===== config.mk =====
export PLATFORM = sky130hd
export DESIGN_NAME = mux_stim_sequencer
export DESIGN_NICKNAME = d
export VERILOG_FILES = /design/src/rtl/mux_stim_sequencer.sv
export SDC_FILE = /design/constraint.sdc
export NUM_CORES = 1
export LEC_CHECK = 0
export BUFFER_PORTS_ARGS = -buffer_cell sky130_fd_sc_hd__buf_4
export CORE_MARGIN = 2
export CORE_UTILIZATION = 50
export DETAILED_ROUTE_END_ITERATION = 6
export PLACE_DENSITY = 0.73
export RECOVER_POWER = 50
export SETUP_SLACK_MARGIN = 0.4
export SYNTH_ARGS = -nofsm -noshare
export SYNTH_HDL_FRONTEND = slang
export SYNTH_SLANG_ARGS = --single-unit

===== constraint.sdc =====
create_clock -name clk -period 2 [get_ports clk]
set_input_delay 0.6 -clock clk [delete_from_list [all_inputs] [get_ports clk]]
set_output_delay 0.6 -clock clk [all_outputs]
set_load 0.02 [all_outputs]

===== src/rtl/mux_stim_sequencer.sv =====
// mux_stim_sequencer: exhaustive stimulus sweep for a 2:1 multiplexer.
// The eight {s,in0,in1} vectors are walked in order. Each vector is held for
// DWELL cycles. The returned mux_out may be compared against the ideal mux
// function at dwell offset SETTLE.
// Optional feature macro: MUX_SEQ_CHECK_EN. It enables the sample/compare path
// and the err_cnt accumulator. Without it, mux_out is ignored and err_cnt reads 0.

// Property checker for the sequencer outputs. It is kept apart from the logic
// so that the datapath stays free of verification constructs.
module mux_stim_sequencer_chk #(
  parameter int DWELL  = 10,
  parameter int SETTLE = 5
) (
  input logic       clk,
  input logic       rst_n,
  input logic       busy,
  input logic       done,
  input logic       s,
  input logic       in0,
  input logic       in1,
  input logic [2:0] vec_idx
);

  // Sampling point must fall inside the dwell window of a legal length
  a_param_range: assert property (@(posedge clk) disable iff (!rst_n)
    (DWELL >= 2) && (DWELL <= 255) && (SETTLE >= 1) && (SETTLE < DWELL));

  // RUN and DONE are distinct states, so busy and done never overlap
  a_busy_done_excl: assert property (@(posedge clk) disable iff (!rst_n)
    !(busy && done));

  // done lasts exactly one cycle
  a_done_pulse: assert property (@(posedge clk) disable iff (!rst_n)
    done |=> !done);

  // A sweep can only finish on the last vector
  a_done_last: assert property (@(posedge clk) disable iff (!rst_n)
    done |-> (vec_idx == 3'd7));

  // Stimulus pins are a direct decode of the vector index
  a_stim_map: assert property (@(posedge clk) disable iff (!rst_n)
    ({s, in0, in1} == vec_idx));

endmodule

module mux_stim_sequencer #(
  parameter int DWELL  = 10,
  parameter int SETTLE = 5
) (
  input  logic       clk,
  input  logic       rst_n,
  input  logic       start,
  input  logic       loop,
  input  logic       mux_out,
  output logic       in0,
  output logic       in1,
  output logic       s,
  output logic [2:0] vec_idx,
  output logic       busy,
  output logic       done,
  output logic [3:0] err_cnt
);

  typedef enum logic [1:0] {
    ST_IDLE = 2'd0,
    ST_RUN  = 2'd1,
    ST_DONE = 2'd2
  } state_t;

  localparam logic [7:0] DWELL_LAST = 8'(DWELL - 1);
  localparam logic [2:0] VEC_LAST   = 3'd7;
  localparam logic [3:0] ERR_MAX    = 4'd15;

  state_t     state_r;
  state_t     state_nx_s;
  logic [2:0] vec_r;
  logic [2:0] vec_nx_s;
  logic [7:0] dwell_r;
  logic [7:0] dwell_nx_s;
  logic [3:0] err_r;
  logic [3:0] err_nx_s;
  logic       armed_r;
  logic       busy_r;
  logic       done_r;
  logic       accept_s;
  logic       dwell_end_s;

  // Ideal 2:1 mux response for a vector encoded as {s,in0,in1}
  function automatic logic mux_expect(input logic [2:0] vec);
    return vec[2] ? vec[0] : vec[1];
  endfunction

  // armed_r is low during the first edge after reset. A start that
  // coincides with reset release is therefore never accepted.
  assign accept_s    = (state_r == ST_IDLE) && start && armed_r;
  assign dwell_end_s = (dwell_r == DWELL_LAST);

  // Next-state and vector/dwell sequencing
  always_comb begin
    state_nx_s = state_r;
    vec_nx_s   = vec_r;
    dwell_nx_s = dwell_r;
    case (state_r)
      ST_IDLE: begin
        if (accept_s) begin
          state_nx_s = ST_RUN;
          vec_nx_s   = 3'd0;
          dwell_nx_s = 8'd0;
        end else begin
          state_nx_s = ST_IDLE;
        end
      end
      ST_RUN: begin
        if (dwell_end_s) begin
          dwell_nx_s = 8'd0;
          if (vec_r != VEC_LAST) begin
            vec_nx_s = vec_r + 3'd1;
          end else if (loop) begin
            vec_nx_s = 3'd0;
          end else begin
            // Vector 7 stays on the pins through DONE and IDLE
            state_nx_s = ST_DONE;
          end
        end else begin
          dwell_nx_s = dwell_r + 8'd1;
        end
      end
      ST_DONE: begin
        state_nx_s = ST_IDLE;
      end
      default: begin
        state_nx_s = ST_IDLE;
        vec_nx_s   = 3'd0;
        dwell_nx_s = 8'd0;
      end
    endcase
  end

`ifdef MUX_SEQ_CHECK_EN
  localparam logic [7:0] SETTLE_CNT = 8'(SETTLE);

  logic sample_s;
  logic mismatch_s;

  assign sample_s   = (state_r == ST_RUN) && (dwell_r == SETTLE_CNT);
  assign mismatch_s = sample_s && (mux_out != mux_expect(vec_r));

  // Mismatch accumulator: cleared on accepted start, saturating at 15
  always_comb begin
    err_nx_s = err_r;
    if (accept_s) begin
      err_nx_s = 4'd0;
    end else if (mismatch_s && (err_r != ERR_MAX)) begin
      err_nx_s = err_r + 4'd1;
    end else begin
      err_nx_s = err_r;
    end
  end
`else
  logic unused_mux_out_s;

  assign unused_mux_out_s = mux_out ^ mux_expect(vec_r);

  // Checking disabled: the error count is held at zero
  always_comb begin
    err_nx_s = 4'd0;
  end
`endif

  // FSM state, vector, dwell, error and status registers
  always_ff @(posedge clk or negedge rst_n) begin
    if (!rst_n) begin
      state_r <= ST_IDLE;
      vec_r   <= 3'd0;
      dwell_r <= 8'd0;
      err_r   <= 4'd0;
      busy_r  <= 1'b0;
      done_r  <= 1'b0;
    end else begin
      state_r <= state_nx_s;
      vec_r   <= vec_nx_s;
      dwell_r <= dwell_nx_s;
      err_r   <= err_nx_s;
      busy_r  <= (state_nx_s == ST_RUN);
      done_r  <= (state_nx_s == ST_DONE);
    end
  end

  // Start-acceptance guard, set by the first clock edge after reset release
  always_ff @(posedge clk or negedge rst_n) begin
    if (!rst_n) begin
      armed_r <= 1'b0;
    end else begin
      armed_r <= 1'b1;
    end
  end

  assign vec_idx = vec_r;
  assign s       = vec_r[2];
  assign in0     = vec_r[1];
  assign in1     = vec_r[0];
  assign busy    = busy_r;
  assign done    = done_r;
  assign err_cnt = err_r;

  mux_stim_sequencer_chk #(
    .DWELL  (DWELL),
    .SETTLE (SETTLE)
  ) u_chk (
    .clk     (clk),
    .rst_n   (rst_n),
    .busy    (busy_r),
    .done    (done_r),
    .s       (vec_r[2]),
    .in0     (vec_r[1]),
    .in1     (vec_r[0]),
    .vec_idx (vec_r)
  );

endmodule


==> impl_results.md <==
- Final WS setup: 0.4228 ns
- # rows: 15
- Pwr dens: 496.2 nW/um2
- Register area share after synthesis: 46.04%
- Register area: 401.6 um2
- Syn Std Cell Area: 869.6 um2
- Crit path kind: flop to flop
- Synth Area in Simple Gates: 20.58%
- Worst path arrival time: 1.73 ns
- Wire length of the first global-routing pass: 2539 um
- Min-Delay Path Class: primary input to async pin
- Max-cap violation count: 0
- Worst Tran Pin Value: 0.8443 ns
- Global placement routability congestion: 0.8186
- Slowest CP cell: o21ai_0
- Post-detailed-placement half-perimeter wirelength: roughly 1100 um
- Worst-path clk slew: 0.09 ns
- Initial Util: approximately 50%
- Clock Latency Late Sink: 0.29 ns
- Top-count cell post-synth: dfrtp_1
- Most common flop cell mapped by yosys: dfrtp_1
- Iter 0 DRT Violations: 12
- Worst reg-to-reg path cell count: 5
- CP Max Fanout: 4
- Achievable Freq: approximately 0.63 GHz
- Antenna fix cells: 0
- First-pass iteration count of the detailed router: 4
- Multiplexer share of the synthesized area: 1.151%
- Io pins: 17
- Htree depth: 1
- R2R Setup Slk: 0.42 ns
- Synth area leader: dfrtp_1
- Port bufs: 11
- Compound-Gate Fraction of Synth Area: a little under a fifth
- Initial antenna violation count: 0
- Layout area overhead: 18.56%
- Layout cell share with drive strength beyond 1: 29.17%
- Number of synthesized flops with an enable pin: 0
- Nets: roughly 110
- Die X: 45.71 um
- Flop pwr share: a little under two thirds
- Final hold vios: 0
- Power share of the clock group: around a third
- Relative slew slack: a little over two fifths
- Maximum number of pins on one net before global-route repair: 17
- Post-place instance area: 927.1 um2
- Critical Path RT: 2.15 ns
- Synth Area in Adders: under 10%
- Worst path cell trace: inv_1 > ha_1 > nand4bb_4 > o21ai_0 > o22ai_1
- Combinational group share of total power: 3.4%
- Distinct cell type count after synthesis: 32
- Mapped Cells: 83
- Leading cell types by count after synthesis: 16 x dfrtp_1, 9 x nand2_1, 7 x buf_4
- RSZ-0062 raised after global routing: true
- R2r endpoint: dwell_r[1]$_DFFE_PN0P_
- Final Cycle Share: 78.86%
- Xor/xnor share of the synthesized area: 0%
- Worst flop-to-flop path startpoint: dwell_r[1]$_DFFE_PN0P_
- Deepest clock path buffer count: 2
- Syn Area/Cell: between 10 and 15 um2
- FILL cells: 148
- Slew Viols, Final: 0
- Die area: 2089 um2
- Yosys top cell area share: 46.04%
- Hold buffers post-CTS: 0
- Worst Clk Skew: 0.003196 ns
- Footprint of the multi-input gates: 476.7 um2
- Main combinational cell family by area after synthesis: simple AND/OR/NAND/NOR gates
- Synth warn: 0
- CTS tree: built
- Drt via density: 5.858
- Die Y: 45.71 um
- Sw frac: 22.34%
- Setup TNS: 0 ns
- Largest cells by area after synthesis: dfrtp_1 46%, buf_4 6.0%, ha_1 5.8%
- Vias in the first global route: 588
- Worst IR Drop VDD: 0.3178 mV
- Synthesized flop and latch total: 16
- Post-Route WL: 1608 um
- Via count: 662
- Slowest stage delay, CP: 0.43 ns
- CTS Sinks: 16
- LEAKAGE: 0.0004739 uW
- Internal: 397.3 uW
- Setup Viol. Count Final: 0
- Antenna Nets Post-Route: 0
- Pre-CTS WS: approximately 0.33 ns
- Core footprint: 1689 um2
- GR Util All Layers: about 17%
- Fin util: 61.04%
- Worst setup SP type: flop
- Fin area: 1031 um2
- Ys async rst share: 100.0%
- DRC: 0
- Net switching power: 114.3 uW
- DR WL/cell: roughly 14 um
- Total grt overflow: 0
- CTS Buf Count: 3
- Crit end category: flop
- Clk root buf: clkbuf_4
- Final Critical Period: between 1.5 and 2 ns
- Status: complete, no violations
## through the flow
| stage | std cells | power, uW | hold WS [ns] |
|---|---|---|---|
| after floorplan | 86 | 344.2 | 0.3044 |
| after global placement | 106 | 348.8 | 0.4679 |
| after detailed placement | 106 | 349.3 | 0.4721 |
| after CTS | 112 | 514.9 | 0.1600 |
| after global routing | 113 | 536.3 | 0.4580 |
| final | 113 | 511.6 | 0.3848 |
## worst max-delay path: cells and delay by family (launching register included)
family / cells / cell delay (ns)
simple gates: 1 / 0.17
compound gates: 2 / 0.56
fa+ha+maj: 1 / 0.23
buf+inv: 1 / 0.08
flops: 1 / 0.40
## flip-flops by register name, indices dropped and copies added, names as in the netlist
name	cells
state_r	2
armed_r	1
busy	1
done	1
dwell_r	8
vec_idx	3
## power groups by stage
stage	Combinational, uW	Clock (uW)	Sequential (uW)
5_1_grt	20.2	191	325
2_1_floorplan	13.3	0	331
3_5_place_dp	18.2	0	331
3_3_place_gp	17.9	0	331
6_report	17.4	170	325
4_1_cts	18.7	172	325
## repair_timing
| item | CTS | global route |
|---|---|---|
| buffers inserted | 3 | 0 |
| cloned | 0 | 1 |
| pin swaps | 2 | 3 |
| gates resized for setup | 3 | 9 |
| endpoints found under the setup margin | 7 | 9 |
## cell families (layout without fill, tap and decap cells)
| logic type | Yosys count | count (layout) |
|---|---|---|
| simple gates | 30 | 30 |
| compound gates | 21 | 22 |
| flops | 16 | 16 |
| buf+inv | 9 | 18 |
| fa+ha+maj | 4 | 4 |
| other cells | 2 | 5 |
| mux | 1 | 1 |
## worst max-delay path by stage
stage	startpoint	endpoint	slack [ns]	cells past startpoint
CTS	dwell_r[1]$_DFFE_PN0P_	dwell_r[7]$_DFFE_PN0P_	0.40	6
finish	dwell_r[1]$_DFFE_PN0P_	dwell_r[1]$_DFFE_PN0P_	0.42	5
floorplan	vec_idx[1]$_DFFE_PN0P_	vec_idx[1]$_DFFE_PN0P_	0.42	6
global route	dwell_r[1]$_DFFE_PN0P_	dwell_r[1]$_DFFE_PN0P_	0.26	5
detailed placement	dwell_r[1]$_DFFE_PN0P_	dwell_r[5]$_DFFE_PN0P_	0.33	6
global placement	start	dwell_r[6]$_DFFE_PN0P_	0.37	5
## per-layer routing
metal  wire (um)  share of wire [%]  GRT usage, %
met1         801                 50         23.17
met2         719                 45         25.92
met3          56                3.5         3.571
met4          30                1.9         8.571
met5           0                  0             0
## final cells by class
type / instances / area share, %
Inverter: 1 / 0.3641
Sequential cell: 16 / 38.96
Timing Repair Buffer: 14 / 10.19
Multi-Input combinational cell: 62 / 46.24
Clock buffer: 3 / 2.184
Tap cell: 17 / 2.063
## cells in the final DEF (no fill, tap or decap), drive strengths merged
| cell | instances |
|---|---|
| a22o | 1 |
| or3 | 1 |
| mux2i | 1 |
| a21oi | 2 |
| a32o | 2 |
| nand4bb | 1 |
| nor3 | 2 |
| a21o | 4 |
| nor2 | 4 |
| inv | 1 |
| a41oi | 2 |
| nand2 | 9 |
| nor4 | 1 |
| buf | 13 |
| nand3 | 2 |
| nor2b | 2 |
| o21ai | 7 |
| ha | 4 |
| nor4bb | 1 |
| clkbuf | 4 |
| nor3b | 3 |
| and3 | 3 |
| o21bai | 1 |
| o22ai | 1 |
| a31oi | 2 |
| nand2b | 1 |
| dfrtp | 16 |
| conb | 5 |
Note: power is estimated with default switching activity, not from simulation.
